[src/rtl/i2c_pkg.sv]
// Shared types and widths for the system-clocked I2C slave register file.
package i2c_pkg;

  localparam int unsigned I2C_ADDR_W = 7;
  localparam int unsigned I2C_BYTE_W = 8;
  localparam int unsigned BIT_CNT_W  = 4;

  typedef enum logic [3:0] {
    ST_IDLE,
    ST_ADDR,
    ST_ADDR_ACK,
    ST_PTR,
    ST_PTR_ACK,
    ST_WR_DATA,
    ST_WR_ACK,
    ST_RD_DATA,
    ST_RD_ACK,
    ST_IGNORE
  } state_t;

endpackage

[src/rtl/i2c_sync_edge.sv]
// Multi-flop synchroniser for one bus pin, with registered level and
// single-clk rise/fall pulses that are aligned with the level output.
module i2c_sync_edge #(
  parameter int unsigned SYNC_STAGES = 2
) (
  input  logic clk,
  input  logic rst,
  input  logic din,
  output logic level,
  output logic rise,
  output logic fall
);

  logic [SYNC_STAGES-1:0] sync_q;

  // Reset to the idle-bus level so that leaving reset never looks like START.
  always_ff @(posedge clk) begin
    if (rst) begin
      sync_q <= '1;
      level  <= 1'b1;
      rise   <= 1'b0;
      fall   <= 1'b0;
    end else begin
      sync_q <= {sync_q[SYNC_STAGES-2:0], din};
      level  <= sync_q[SYNC_STAGES-1];
      rise   <= sync_q[SYNC_STAGES-1] & ~level;
      fall   <= ~sync_q[SYNC_STAGES-1] & level;
    end
  end

endmodule

[src/rtl/i2c_slave_regfile.sv]
// I2C slave with an auto-incrementing byte register file, clocked by clk.
// Define I2C_SLAVE_READ_EN to build the read path; otherwise reads are NACKed.
module i2c_slave_regfile
  import i2c_pkg::*;
#(
  parameter int unsigned NUM_REGS    = 16,
  parameter int unsigned SYNC_STAGES = 2,
  localparam int unsigned PTR_W      = (NUM_REGS > 1) ? $clog2(NUM_REGS) : 1
) (
  input  logic                  clk,
  input  logic                  rst,
  input  logic                  scl_i,
  input  logic                  sda_i,
  output logic                  sda_oe,
  input  logic [I2C_ADDR_W-1:0] slave_addr,
  output logic                  wr_strobe,
  output logic [PTR_W-1:0]      wr_addr,
  output logic [I2C_BYTE_W-1:0] wr_data,
  input  logic [PTR_W-1:0]      host_rd_addr,
  output logic [I2C_BYTE_W-1:0] host_rd_data,
  output logic                  busy
);

  logic scl_lvl, scl_rise, scl_fall;
  logic sda_lvl, sda_rise, sda_fall;

  i2c_sync_edge #(.SYNC_STAGES(SYNC_STAGES)) u_scl_sync (
    .clk(clk), .rst(rst), .din(scl_i), .level(scl_lvl), .rise(scl_rise), .fall(scl_fall)
  );

  i2c_sync_edge #(.SYNC_STAGES(SYNC_STAGES)) u_sda_sync (
    .clk(clk), .rst(rst), .din(sda_i), .level(sda_lvl), .rise(sda_rise), .fall(sda_fall)
  );

  state_t                 state_q, state_d;
  logic [BIT_CNT_W-1:0]   bit_cnt_q, bit_cnt_d;
  logic [I2C_BYTE_W-1:0]  shreg_q, shreg_d;
  logic [PTR_W-1:0]       ptr_q, ptr_d, ptr_inc_c;
  logic                   sda_oe_d, busy_d, wr_en_c;
  logic                   start_c, stop_c, byte_done_c, rw_ok_c;
  logic [I2C_BYTE_W-1:0]  regs [NUM_REGS];
`ifdef I2C_SLAVE_READ_EN
  logic                   rw_q, rw_d;
  logic [I2C_BYTE_W-1:0]  tx_q, tx_d;
`endif

  // The aligned SCL level already reflects a same-cycle SCL fall, so data
  // changes right after a falling SCL never look like START/STOP.
  assign start_c     = sda_fall & scl_lvl;
  assign stop_c      = sda_rise & scl_lvl;
  assign byte_done_c = scl_fall && (bit_cnt_q == BIT_CNT_W'(I2C_BYTE_W));
  assign ptr_inc_c   = (ptr_q == PTR_W'(NUM_REGS - 1)) ? '0 : ptr_q + PTR_W'(1);
`ifdef I2C_SLAVE_READ_EN
  assign rw_ok_c     = 1'b1;
`else
  assign rw_ok_c     = ~shreg_q[0];
`endif

  assign host_rd_data = regs[host_rd_addr];

  always_ff @(posedge clk) begin
    if (rst) begin
      state_q   <= ST_IDLE;
      bit_cnt_q <= '0;
      shreg_q   <= '0;
      ptr_q     <= '0;
      sda_oe    <= 1'b0;
      busy      <= 1'b0;
`ifdef I2C_SLAVE_READ_EN
      rw_q      <= 1'b0;
      tx_q      <= '0;
`endif
    end else begin
      state_q   <= state_d;
      bit_cnt_q <= bit_cnt_d;
      shreg_q   <= shreg_d;
      ptr_q     <= ptr_d;
      sda_oe    <= sda_oe_d;
      busy      <= busy_d;
`ifdef I2C_SLAVE_READ_EN
      rw_q      <= rw_d;
      tx_q      <= tx_d;
`endif
    end
  end

  always_comb begin
    state_d   = state_q;
    bit_cnt_d = bit_cnt_q;
    shreg_d   = shreg_q;
    ptr_d     = ptr_q;
    sda_oe_d  = sda_oe;
    busy_d    = busy;
    wr_en_c   = 1'b0;
`ifdef I2C_SLAVE_READ_EN
    rw_d      = rw_q;
    tx_d      = tx_q;
`endif
    if (start_c) begin
      state_d   = ST_ADDR;
      bit_cnt_d = '0;
      sda_oe_d  = 1'b0;
    end else if (stop_c) begin
      state_d   = ST_IDLE;
      bit_cnt_d = '0;
      sda_oe_d  = 1'b0;
    end else begin
      if (scl_rise && (state_q inside {ST_ADDR, ST_PTR, ST_WR_DATA})) begin
        shreg_d   = {shreg_q[I2C_BYTE_W-2:0], sda_lvl};
        bit_cnt_d = bit_cnt_q + BIT_CNT_W'(1);
      end
      case (state_q)
        ST_ADDR: if (byte_done_c) begin
          bit_cnt_d = '0;
          if ((shreg_q[I2C_BYTE_W-1:1] == slave_addr) && rw_ok_c) begin
            state_d  = ST_ADDR_ACK;
            sda_oe_d = 1'b1;
            busy_d   = 1'b1;
`ifdef I2C_SLAVE_READ_EN
            rw_d     = shreg_q[0];
`endif
          end else begin
            state_d  = ST_IGNORE;
            sda_oe_d = 1'b0;
          end
        end
        ST_ADDR_ACK: if (scl_fall) begin
          sda_oe_d  = 1'b0;
          bit_cnt_d = '0;
          state_d   = ST_PTR;
`ifdef I2C_SLAVE_READ_EN
          if (rw_q) begin
            state_d  = ST_RD_DATA;
            tx_d     = regs[ptr_q];
            sda_oe_d = ~regs[ptr_q][I2C_BYTE_W-1];
            ptr_d    = ptr_inc_c;
          end
`endif
        end
        ST_PTR: if (byte_done_c) begin
          bit_cnt_d = '0;
          if ({1'b0, shreg_q} < 9'(NUM_REGS)) begin
            ptr_d    = PTR_W'(shreg_q);
            sda_oe_d = 1'b1;
            state_d  = ST_PTR_ACK;
          end else begin
            sda_oe_d = 1'b0;
            state_d  = ST_IGNORE;
          end
        end
        ST_PTR_ACK, ST_WR_ACK: if (scl_fall) begin
          sda_oe_d  = 1'b0;
          bit_cnt_d = '0;
          state_d   = ST_WR_DATA;
        end
        ST_WR_DATA: if (byte_done_c) begin
          wr_en_c   = 1'b1;
          sda_oe_d  = 1'b1;
          ptr_d     = ptr_inc_c;
          bit_cnt_d = '0;
          state_d   = ST_WR_ACK;
        end
`ifdef I2C_SLAVE_READ_EN
        // bit_cnt counts master sampling edges of the outgoing byte
        ST_RD_DATA: begin
          if (scl_rise) begin
            bit_cnt_d = bit_cnt_q + BIT_CNT_W'(1);
          end else if (byte_done_c) begin
            sda_oe_d  = 1'b0;
            bit_cnt_d = '0;
            state_d   = ST_RD_ACK;
          end else if (scl_fall) begin
            tx_d     = {tx_q[I2C_BYTE_W-2:0], 1'b0};
            sda_oe_d = ~tx_q[I2C_BYTE_W-2];
          end
        end
        // bit_cnt = 1 records a master ACK seen on the ninth SCL rise
        ST_RD_ACK: begin
          if (scl_rise) begin
            if (sda_lvl) state_d = ST_IGNORE;
            else         bit_cnt_d = BIT_CNT_W'(1);
          end else if (scl_fall && (bit_cnt_q == BIT_CNT_W'(1))) begin
            bit_cnt_d = '0;
            state_d   = ST_RD_DATA;
            tx_d      = regs[ptr_q];
            sda_oe_d  = ~regs[ptr_q][I2C_BYTE_W-1];
            ptr_d     = ptr_inc_c;
          end
        end
`endif
        ST_IDLE, ST_IGNORE: ;
        default: begin
          state_d  = ST_IDLE;
          sda_oe_d = 1'b0;
        end
      endcase
    end
    if ((state_d == ST_IDLE) || (state_d == ST_IGNORE)) busy_d = 1'b0;
  end

  always_ff @(posedge clk) begin
    if (rst) begin
      wr_strobe <= 1'b0;
      wr_addr   <= '0;
      wr_data   <= '0;
      for (int i = 0; i < int'(NUM_REGS); i++) regs[i] <= '0;
    end else begin
      wr_strobe <= wr_en_c;
      if (wr_en_c) begin
        wr_addr     <= ptr_q;
        wr_data     <= shreg_q;
        regs[ptr_q] <= shreg_q;
      end
    end
  end

endmodule

[config.mk]
export PLATFORM = sky130hd
export DESIGN_NAME = i2c_slave_regfile
export DESIGN_NICKNAME = d
export VERILOG_FILES = /design/src/rtl/i2c_pkg.sv /design/src/rtl/i2c_sync_edge.sv /design/src/rtl/i2c_slave_regfile.sv
export SDC_FILE = /design/constraint.sdc
export NUM_CORES = 1
export LEC_CHECK = 0
export ABC_AREA = 1
export BUFFER_PORTS_ARGS = -buffer_cell sky130_fd_sc_hd__buf_2
export CORE_ASPECT_RATIO = 1.5
export CORE_MARGIN = 3
export CORE_UTILIZATION = 58
export CTS_BUF_LIST = sky130_fd_sc_hd__clkbuf_4
export DETAILED_ROUTE_END_ITERATION = 12
export PLACE_DENSITY = 0.8
export SKIP_LAST_GASP = 1
export SLEW_MARGIN = 20
export SYNTH_ARGS = -nofsm -noshare
export SYNTH_HDL_FRONTEND = slang
export SYNTH_HIERARCHICAL = 1
export SYNTH_SLANG_ARGS = --single-unit
export TNS_END_PERCENT = 5
[constraint.sdc]
create_clock -name clk -period 2.2 [get_ports clk]
set_input_delay 0.44 -clock clk [delete_from_list [all_inputs] [get_ports clk]]
set_output_delay 0.44 -clock clk [all_outputs]
set_load 0.005 [all_outputs]
==> results_tabular.tex, run 1 <==
\begin{tabular}{lr}
\hline
Metric & Value \\
\hline
\multicolumn{2}{l}{\textbf{Status}} \\
Status & completed \\
\multicolumn{2}{l}{\textbf{Global route}} \\
Maximum number of pins on one net before global-route repair & about 50 \\
Number of antenna violations at the first check in global routing & 1 \\
Gr usage total & around a quarter \\
Number of global-route vias before repair & slightly below 6000 \\
First-pass GRT wire length & 30100 um \\
Residual overflow from global routing & 0 \\
\multicolumn{2}{l}{\textbf{Placed design}} \\
Post-placement worst setup slack & -0.0585 ns \\
Port Buffer Count & 37 \\
Gp weighted congestion & 0.979 \\
Dpl hpwl & 13700 um \\
Total placed cells including tap cells & around 1000 \\
\multicolumn{2}{l}{\textbf{Setup path}} \\
Cell with the most instances on the worst path & sky130\_fd\_sc\_hd\_\_o21ai\_1 \\
Required @ worst endpoint & approximately 1.8 ns \\
Worst Reg2Reg Path Length in Cells & 15 \\
Category of the critical setup timing path & flop to output pin \\
Highest-delay cell along the critical path & sky130\_fd\_sc\_hd\_\_edfxtp\_1 \\
Critical register-to-register path startpoint & bit\_cnt\_q[0]\$\_SDFF\_PP0\_ \\
Type of element capturing the critical path & output pin \\
Startpoint Class & flop \\
Family with the most delay on the worst path & compound AO/OA/AOI/OAI gates \\
Capturing point of the worst reg2reg path & regs[9][3]\$\_SDFFCE\_PN0P\_ \\
Worst EP arrival & approximately 1.7 ns \\
Stage delay of the slowest cell on the critical path & approximately 0.39 ns \\
Critical-path cell list & inv\_1 -> a21oi\_1 -> o21ai\_1 -> o21ai\_1 -> o211ai\_1 -> nand2\_1 -> buf\_2 \\
Critical path buffers and inverters & 2 \\
Register-to-register setup slack & 0.04 ns \\
Maximum fanout encountered on the critical timing path & 1 \\
\multicolumn{2}{l}{\textbf{Job}} \\
Maximum capacitance violations & 0 \\
\multicolumn{2}{l}{\textbf{STA}} \\
Worst slew margin & 64.2\% \\
Post-route clock skew & about 0.019 ns \\
Min Clock Period, post-route & 2.17 ns \\
Setup repair after global routing missed its margin & true \\
Final setup slack of the worst path & roughly 0.028 ns \\
Max Clock Freq & 460 MHz \\
Transition time at the pin with the least slew margin & 0.532 ns \\
Finish-stage setup viols & 0 \\
Final period util & 98.7\% \\
Hold Vio Cnt, Final & 0 \\
Max-slew violation count & 0 \\
Worst hold margin & 0.0551 ns \\
Sum Neg Setup Slack & 0 ns \\
\multicolumn{2}{l}{\textbf{Detailed routing}} \\
Vias & 6033 \\
Wirelength per Cell & about 18 um \\
Detailed-router iteration count before antenna repair & 5 \\
Detailed-route vias per instance & a little under 6 \\
Post-detailed-route count of antenna-violating nets & 0 \\
Number of design rule violations left after detail routing & 0 \\
Drt initial violations & 557 \\
Final routed wirelength across all metal layers & 19000 um \\
\multicolumn{2}{l}{\textbf{Floorplanning}} \\
Core Footprint & 13500 um\^{}2 \\
Cell Rows & between 50 and 60 \\
Die Y-Extent & around 150 um \\
Number of top-level pins & 38 \\
Die width & a little over 100 um \\
Area of the die & around 15000 um\^{}2 \\
Initial Util & about three fifths \\
\multicolumn{2}{l}{\textbf{Clock tree}} \\
Clock buffers created by TritonCTS & 17 \\
Buffer cell driving the clock tree root & sky130\_fd\_sc\_hd\_\_clkbuf\_4 \\
CTS tree & done \\
Number of H-tree levels & 4 \\
Clock-pin slew reported for the worst setup and hold paths after clock tree synthesis & around 0.14 ns \\
Maximum buffer depth of the clock tree & 2 \\
Clock Sinks & 173 \\
Source-to-sink clock delay at the later pin of the worst-skew pair & between 0.5 and 0.6 ns \\
CTS Hold Buffers Added & 0 \\
\multicolumn{2}{l}{\textbf{Logic synthesis}} \\
Adder-cell share of the synthesized area & less than 1\% \\
Main flop type after synthesis & sky130\_fd\_sc\_hd\_\_edfxtp\_1 \\
Portion of synthesized cell area occupied by the leading cell type & between 40\% and 50\% \\
Post-synthesis cell type with the largest combined area & sky130\_fd\_sc\_hd\_\_edfxtp\_1 \\
Area share of and/or/nand/nor cells after synthesis & 17.4\% \\
Asr flop ratio synth & 0\% \\
Library cells used by synthesis & 39 \\
Post-synthesis sequential area ratio & approximately 59\% \\
Warning count from the yosys run & 6 \\
Synthesized netlist cell count & roughly 810 \\
Synthesis-stage register bit count & approximately 170 \\
Most used standard cells in the synthesized netlist & sky130\_fd\_sc\_hd\_\_nor2\_1 (134), sky130\_fd\_sc\_hd\_\_edfxtp\_1 (128), sky130\_fd\_sc\_hd\_\_inv\_1 (81) \\
Most repeated cell in the gate-level netlist after synthesis & sky130\_fd\_sc\_hd\_\_nor2\_1 \\
Summed instance area of the synthesized netlist & between 8000 and 9000 um\^{}2 \\
Complex-gate fraction of the synthesized area & about an eighth \\
Top cells by area in the synthesized netlist & sky130\_fd\_sc\_hd\_\_edfxtp\_1 (48\%), sky130\_fd\_sc\_hd\_\_dfxtp\_1 (11\%), sky130\_fd\_sc\_hd\_\_nor2\_1 (6.2\%) \\
Post-synth EDFFs & about 130 \\
Net count after synthesis & 830 \\
Main combinational cell family by area after synthesis & simple AND/OR/NAND/NOR gates \\
Proportion of synthesized area in mux cells & between 3 and 4\% \\
Post-Synthesis Mean Instance Area & approximately 10 um\^{}2 \\
Synthesized-area fraction occupied by xor and xnor cells & less than 1\% \\
\multicolumn{2}{l}{\textbf{Layout}} \\
Layout cell share with drive strength beyond 1 & approximately a fifth \\
Nets & just under 900 \\
Final standard cell count with taps included and fillers excluded & 1042 \\
Area added between synthesis and finish & 12.1\% \\
\multicolumn{2}{l}{\textbf{Power}} \\
Power per standard cell area & 633 nW/um\^{}2 \\
Static Leakage & roughly 3.7 nW \\
Maximum ir drop on the vdd rail & between 0.3 and 0.4 mV \\
\multicolumn{2}{l}{\textbf{Min path}} \\
Hold path startpoint & sda\_i \\
Worst hold path stage count & 2 \\
Min-Delay Path Class & primary input to flop \\
Worst Hold End & u\_sda\_sync/sync\_q[0]\$\_SDFF\_PP1\_ \\
\hline
\end{tabular}
## cell families after synthesis
family / count (synthesis)
muxes: 32
and+or+nand+nor: 287
xor gates and xnor gates: 4
DFF: 173
AOI/OAI and AO/OA: 173
adders and majority gates: 6
buffers and inverters: 134
## timing repair
action,CTS,global route
setup endpoints to repair,114,221
setup buffers,0,0
gates cloned,0,0
pin swaps,0,10
resized for setup,1,46
## state kept, by name, summed over array words and instances, names as in the netlist
name,count
shreg_q,8
u_scl_sync/level,1
u_scl_sync/rise,1
u_sda_sync/rise,1
sda_oe,1
wr_strobe,1
u_scl_sync/fall,1
u_scl_sync/sync_q,2
busy,1
ptr_q,4
u_sda_sync/fall,1
u_sda_sync/sync_q,2
regs,128
wr_data,8
state_q,4
u_sda_sync/level,1
bit_cnt_q,4
wr_addr,4
## through the flow
step,utilization [%],total power [mW],area [um^2]
after floorplan,-,3.97,8060
after global placement,64.0,4.10,8670
after detailed placement,64.0,4.12,8670
after CTS,65.9,5.72,8920
after global routing,66.8,5.95,9040
final,66.8,5.72,9040
## metal layers
layer / part of all wire [%] / vias up / track usage, %
li1: - / 2852 / -
met4: 3.9 / 0 / 11.6
met3: 6.4 / 60 / 5.01
met5: 0 / - / 0
met1: 36 / 2841 / 30.8
met2: 53 / 280 / 46.0
## area by class of cell
cell class / count / area, um^2
Antenna cell: 1 / 2.50
Inverter: 91 / 347
Clock inverter: 14 / 121
Timing Repair Buffer: 81 / 566
Fill cell: 1032 / 4490
Multi-Input combinational cell: 502 / 2920
Clock buffer: 18 / 135
Tap cell: 162 / 203
Sequential cell: 173 / 4750
## power by group
group / total [mW] / internal [mW] / switching (mW)
Combinational: 0.412 / 0.149 / 0.263
Clock: 1.65 / 0.576 / 1.07
Sequential: 3.66 / 3.61 / 0.0451
## worst max-delay path by stage
stage | from | endpoint | slack, ns | depth (start not counted)
floorplan | bit_cnt_q[0]$_SDFF_PP0_ | regs[4][0]$_SDFFCE_PN0P_ | 0.002 | 14
global placement | bit_cnt_q[0]$_SDFF_PP0_ | regs[9][4]$_SDFFCE_PN0P_ | 0.05 | 14
detailed placement | bit_cnt_q[0]$_SDFF_PP0_ | regs[9][2]$_SDFFCE_PN0P_ | -0.06 | 14
CTS | bit_cnt_q[0]$_SDFF_PP0_ | regs[9][6]$_SDFFCE_PN0P_ | -0.07 | 14
global route | bit_cnt_q[0]$_SDFF_PP0_ | regs[13][6]$_SDFFCE_PN0P_ | -0.12 | 15
finish | regs[13][7]$_SDFFCE_PN0P_ | host_rd_data[7] | 0.03 | 7
## cell usage in the layout (no fill, tap or decap), types with 17 or more instances in the layout
master	synthesis	final
sky130_fd_sc_hd__nor2_1	134	134
sky130_fd_sc_hd__edfxtp_1	128	128
sky130_fd_sc_hd__inv_1	81	78
sky130_fd_sc_hd__a21oi_1	64	62
sky130_fd_sc_hd__nand2_1	74	58
sky130_fd_sc_hd__o21ai_0	68	57
sky130_fd_sc_hd__dfxtp_1	45	43
sky130_fd_sc_hd__buf_4	0	40
sky130_fd_sc_hd__buf_2	4	37
sky130_fd_sc_hd__o211ai_1	33	33
sky130_fd_sc_hd__mux2i_1	32	32
sky130_fd_sc_hd__nand3_1	25	25
sky130_fd_sc_hd__clkbuf_4	0	18
sky130_fd_sc_hd__nand2_4	16	17
Note: power is estimated with default switching activity, not from simulation.
==> inputs of run 2 (changes only) <==
--- a/config.mk
+++ b/config.mk
@@ -9,10 +9,10 @@
 export BUFFER_PORTS_ARGS = -buffer_cell sky130_fd_sc_hd__buf_2
 export CORE_ASPECT_RATIO = 1.5
 export CORE_MARGIN = 3
-export CORE_UTILIZATION = 58
-export CTS_BUF_LIST = sky130_fd_sc_hd__clkbuf_4
+export CORE_UTILIZATION = 55
+export CTS_BUF_LIST = sky130_fd_sc_hd__clkbuf_16
 export DETAILED_ROUTE_END_ITERATION = 12
-export PLACE_DENSITY = 0.8
+export PLACE_DENSITY = 0.74
 export SKIP_LAST_GASP = 1
 export SLEW_MARGIN = 20
 export SYNTH_ARGS = -nofsm -noshare
==> results_tabular.tex, run 2 (synthesis gave the netlist of run 1 again) <==
\begin{tabular}{lr}
\hline
Metric & Value \\
\hline
\multicolumn{2}{l}{\textbf{Detailed routing}} \\
Vias & 6004 (was 6033) \\
Wirelength per Cell & 17.4 um (was 18.2 um) \\
Routed met2 length & 9980 um (was 10100 um) \\
Detailed-router iteration count before antenna repair & 5 (unchanged) \\
Highest layer used for signal routing & met4 (unchanged) \\
Met3 layer wire length in the routed design & 1020 um (was 1210 um) \\
Detailed-route vias per instance & 5.57 (was 5.79) \\
Drt initial violations & 552 (was 557) \\
Final routed wirelength across all metal layers & 18800 um (was 19000 um) \\
Post-detailed-route count of antenna-violating nets & 0 (unchanged) \\
Metal1 wirelength & 6940 um (was 6930 um) \\
Number of design rule violations left after detail routing & 0 (unchanged) \\
\multicolumn{2}{l}{\textbf{STA}} \\
Finish-stage setup viols & 0 (unchanged) \\
Hold Vio Cnt, Final & 0 (unchanged) \\
Final setup slack of the worst path & 0.0675 ns (was 0.0280 ns) \\
Worst slew margin & 68.4\% (was 64.2\%) \\
Worst hold margin & 0.188 ns (was 0.0551 ns) \\
Sum Neg Setup Slack & 0 ns (unchanged) \\
Post-route clock skew & 0.0120 ns (was 0.0192 ns) \\
Transition time at the pin with the least slew margin & 0.469 ns (was 0.532 ns) \\
Setup repair after global routing missed its margin & true (unchanged) \\
Final period util & 96.9\% (was 98.7\%) \\
Max Clock Freq & 469 MHz (was 460 MHz) \\
Min Clock Period, post-route & 2.13 ns (was 2.17 ns) \\
Max-slew violation count & 0 (unchanged) \\
\multicolumn{2}{l}{\textbf{Clock tree}} \\
Clock Sinks & 173 (unchanged) \\
CTS tree & done (unchanged) \\
Clock-pin slew reported for the worst setup and hold paths after clock tree synthesis & 0.07 ns (was 0.14 ns) \\
Clock buffers created by TritonCTS & 17 (unchanged) \\
Source-to-sink clock delay at the later pin of the worst-skew pair & 0.43 ns (was 0.56 ns) \\
Maximum buffer depth of the clock tree & 2 (unchanged) \\
CTS Hold Buffers Added & 0 (unchanged) \\
Number of H-tree levels & 4 (unchanged) \\
Buffer cell driving the clock tree root & sky130\_fd\_sc\_hd\_\_clkbuf\_16 (was sky130\_fd\_sc\_hd\_\_clkbuf\_4) \\
\multicolumn{2}{l}{\textbf{Placed design}} \\
Gp weighted congestion & 0.885 (was 0.979) \\
Area of placed instances & 8760 um\^{}2 (was 8670 um\^{}2) \\
Port Buffer Count & 37 (unchanged) \\
Total placed cells including tap cells & 1045 (was 1009) \\
Dpl hpwl & 13400 um (was 13700 um) \\
Post-placement worst setup slack & -0.0304 ns (was -0.0585 ns) \\
\multicolumn{2}{l}{\textbf{Setup path}} \\
Highest-delay cell along the critical path & sky130\_fd\_sc\_hd\_\_edfxtp\_1 (unchanged) \\
Required @ worst endpoint & 1.76 ns (about the same) \\
Maximum fanout encountered on the critical timing path & 1 (unchanged) \\
Startpoint Class & flop (unchanged) \\
Worst EP arrival & 1.69 ns (was 1.73 ns) \\
Stage delay of the slowest cell on the critical path & 0.38 ns (was 0.39 ns) \\
Category of the critical setup timing path & flop to output pin (unchanged) \\
Critical path buffers and inverters & 2 (unchanged) \\
Type of element capturing the critical path & output pin (unchanged) \\
Critical-path cell list & inv\_1 -> a21oi\_1 -> o21ai\_0 -> o21ai\_0 -> o211ai\_1 -> nand2\_1 -> buf\_2 (was inv\_1 -> a21oi\_1 -> o21ai\_1 -> o21ai\_1 -> o211ai\_1 -> nand2\_1 -> buf\_2) \\
Worst Reg2Reg Path Length in Cells & 14 (was 15) \\
Capturing point of the worst reg2reg path & regs[9][0]\$\_SDFFCE\_PN0P\_ (was regs[9][3]\$\_SDFFCE\_PN0P\_) \\
Critical register-to-register path startpoint & bit\_cnt\_q[1]\$\_SDFF\_PP0\_ (was bit\_cnt\_q[0]\$\_SDFF\_PP0\_) \\
Family with the most delay on the worst path & compound AO/OA/AOI/OAI gates (unchanged) \\
Register-to-register setup slack & 0.10 ns (was 0.04 ns) \\
Cell with the most instances on the worst path & sky130\_fd\_sc\_hd\_\_o21ai\_0 (was sky130\_fd\_sc\_hd\_\_o21ai\_1) \\
\multicolumn{2}{l}{\textbf{Global route}} \\
Number of antenna violations at the first check in global routing & 0 (was 1) \\
Gr usage total & 24.1\% (was 26.2\%) \\
First-pass GRT wire length & 30000 um (was 30100 um) \\
Maximum number of pins on one net before global-route repair & 40 (was 49) \\
Number of global-route vias before repair & 6049 (was 5896) \\
Residual overflow from global routing & 0 (unchanged) \\
\multicolumn{2}{l}{\textbf{Layout}} \\
Max FFs per register & 128 (unchanged) \\
Number of antenna diodes & 0 (was 1) \\
Top flop regs & regs: 128 flops, shreg\_q: 8 flops, wr\_data: 8 flops (unchanged) \\
Final core utilization & 66.3\% (was 66.8\%) \\
Most used cells in the layout excluding fill and tap cells & sky130\_fd\_sc\_hd\_\_nor2\_1 (133), sky130\_fd\_sc\_hd\_\_edfxtp\_1 (128), sky130\_fd\_sc\_hd\_\_inv\_1 (82) (was sky130\_fd\_sc\_hd\_\_nor2\_1 (134), sky130\_fd\_sc\_hd\_\_edfxtp\_1 (128), sky130\_fd\_sc\_hd\_\_inv\_1 (78)) \\
Commonest non-fill, non-tap cell in the layout & sky130\_fd\_sc\_hd\_\_nor2\_1 (unchanged) \\
Layout cell share with drive strength beyond 1 & 20.9\% (was 21.3\%) \\
Final standard cell count with taps included and fillers excluded & 1077 (was 1042) \\
Final standard cell area without fillers & 9410 um\^{}2 (was 9040 um\^{}2) \\
Register ranked first by flip-flop count & regs (unchanged) \\
Area added between synthesis and finish & 16.7\% (was 12.1\%) \\
Nets & 893 (was 887) \\
\multicolumn{2}{l}{\textbf{Power}} \\
Power per standard cell area & 738 nW/um\^{}2 (was 633 nW/um\^{}2) \\
Maximum ir drop on the vdd rail & 0.561 mV (was 0.376 mV) \\
Static Leakage & 3.85 nW (was 3.68 nW) \\
Power consumption & 6.95 mW (was 5.72 mW) \\
\multicolumn{2}{l}{\textbf{Floorplanning}} \\
Core Footprint & 14200 um\^{}2 (was 13500 um\^{}2) \\
Cell Rows & 53 (was 52) \\
Area of the die & 16200 um\^{}2 (was 15400 um\^{}2) \\
Initial Util & 56.8\% (was 59.6\%) \\
Number of top-level pins & 38 (unchanged) \\
Die width & 105 um (was 102 um) \\
Die Y-Extent & 154 um (was 150 um) \\
\multicolumn{2}{l}{\textbf{Min path}} \\
Hold path startpoint & sda\_i (unchanged) \\
Worst Hold End & u\_sda\_sync/sync\_q[0]\$\_SDFF\_PP1\_ (unchanged) \\
Min-Delay Path Class & primary input to flop (unchanged) \\
Worst hold path stage count & 2 (unchanged) \\
\multicolumn{2}{l}{\textbf{Job}} \\
Maximum capacitance violations & 0 (unchanged) \\
\multicolumn{2}{l}{\textbf{Status}} \\
Status & completed (unchanged) \\
\hline
\end{tabular}
run 2: cell types whose count changed in the layout (fill, tap and decap cells not counted), moves of 3 or more:
cell | before | now
sky130_fd_sc_hd__buf_4 | 40 | 45
sky130_fd_sc_hd__clkbuf_4 | 18 | 0
sky130_fd_sc_hd__clkbuf_16 | 0 | 17
sky130_fd_sc_hd__inv_2 | 8 | 5
sky130_fd_sc_hd__clkinv_2 | 3 | 0
sky130_fd_sc_hd__nand2_4 | 17 | 22
sky130_fd_sc_hd__inv_1 | 78 | 82
sky130_fd_sc_hd__inv_8 | 0 | 6
sky130_fd_sc_hd__nand2_2 | 14 | 11
sky130_fd_sc_hd__o21ai_1 | 9 | 0
sky130_fd_sc_hd__o21ai_0 | 57 | 68
run 2: worst max-delay path by stage:
stage                     depth (start not counted)  slack, ns                         to                startpoint
after global placement                           14       0.04   regs[5][5]$_SDFFCE_PN0P_   bit_cnt_q[0]$_SDFF_PP0_
after CTS                                        14      -0.02  regs[13][3]$_SDFFCE_PN0P_   bit_cnt_q[1]$_SDFF_PP0_
final                                             7       0.07            host_rd_data[2]  regs[9][2]$_SDFFCE_PN0P_
after detailed placement                         14      -0.03   regs[5][2]$_SDFFCE_PN0P_   bit_cnt_q[1]$_SDFF_PP0_
after floorplan                                  14      0.002   regs[4][0]$_SDFFCE_PN0P_   bit_cnt_q[0]$_SDFF_PP0_
after global routing                             14      -0.05   regs[9][1]$_SDFFCE_PN0P_   bit_cnt_q[1]$_SDFF_PP0_
run 2: layer usage:
metal,vias up,track usage (%)
li1,2861,-
met1,2849,27.2
met2,233,43.0
met3,61,3.92
met4,0,13.4
met5,-,0
run 2: what timing repair did:
item / 4_1_cts / 5_1_grt
buffers inserted: 0 / 0
pin swaps: 0 / 1
setup endpoints to repair: 70 / 159
gates cloned: 0 / 0
gates resized for setup: 1 / 23
run 2: power by group:
part           internal, mW  switching, mW  total (mW)
clock                  1.51           1.37        2.88
combinational         0.152          0.260       0.412
sequential             3.62         0.0459        3.66
total                  5.28           1.67        6.95
run 2: layout make-up:
type	count	area, um^2
Clock buffer	17	425
Inverter	91	344
Fill cell	1145	4780
Timing Repair Buffer	87	623
Clock inverter	15	149
Tap cell	192	240
Multi-Input combinational cell	502	2890
Sequential cell	173	4740
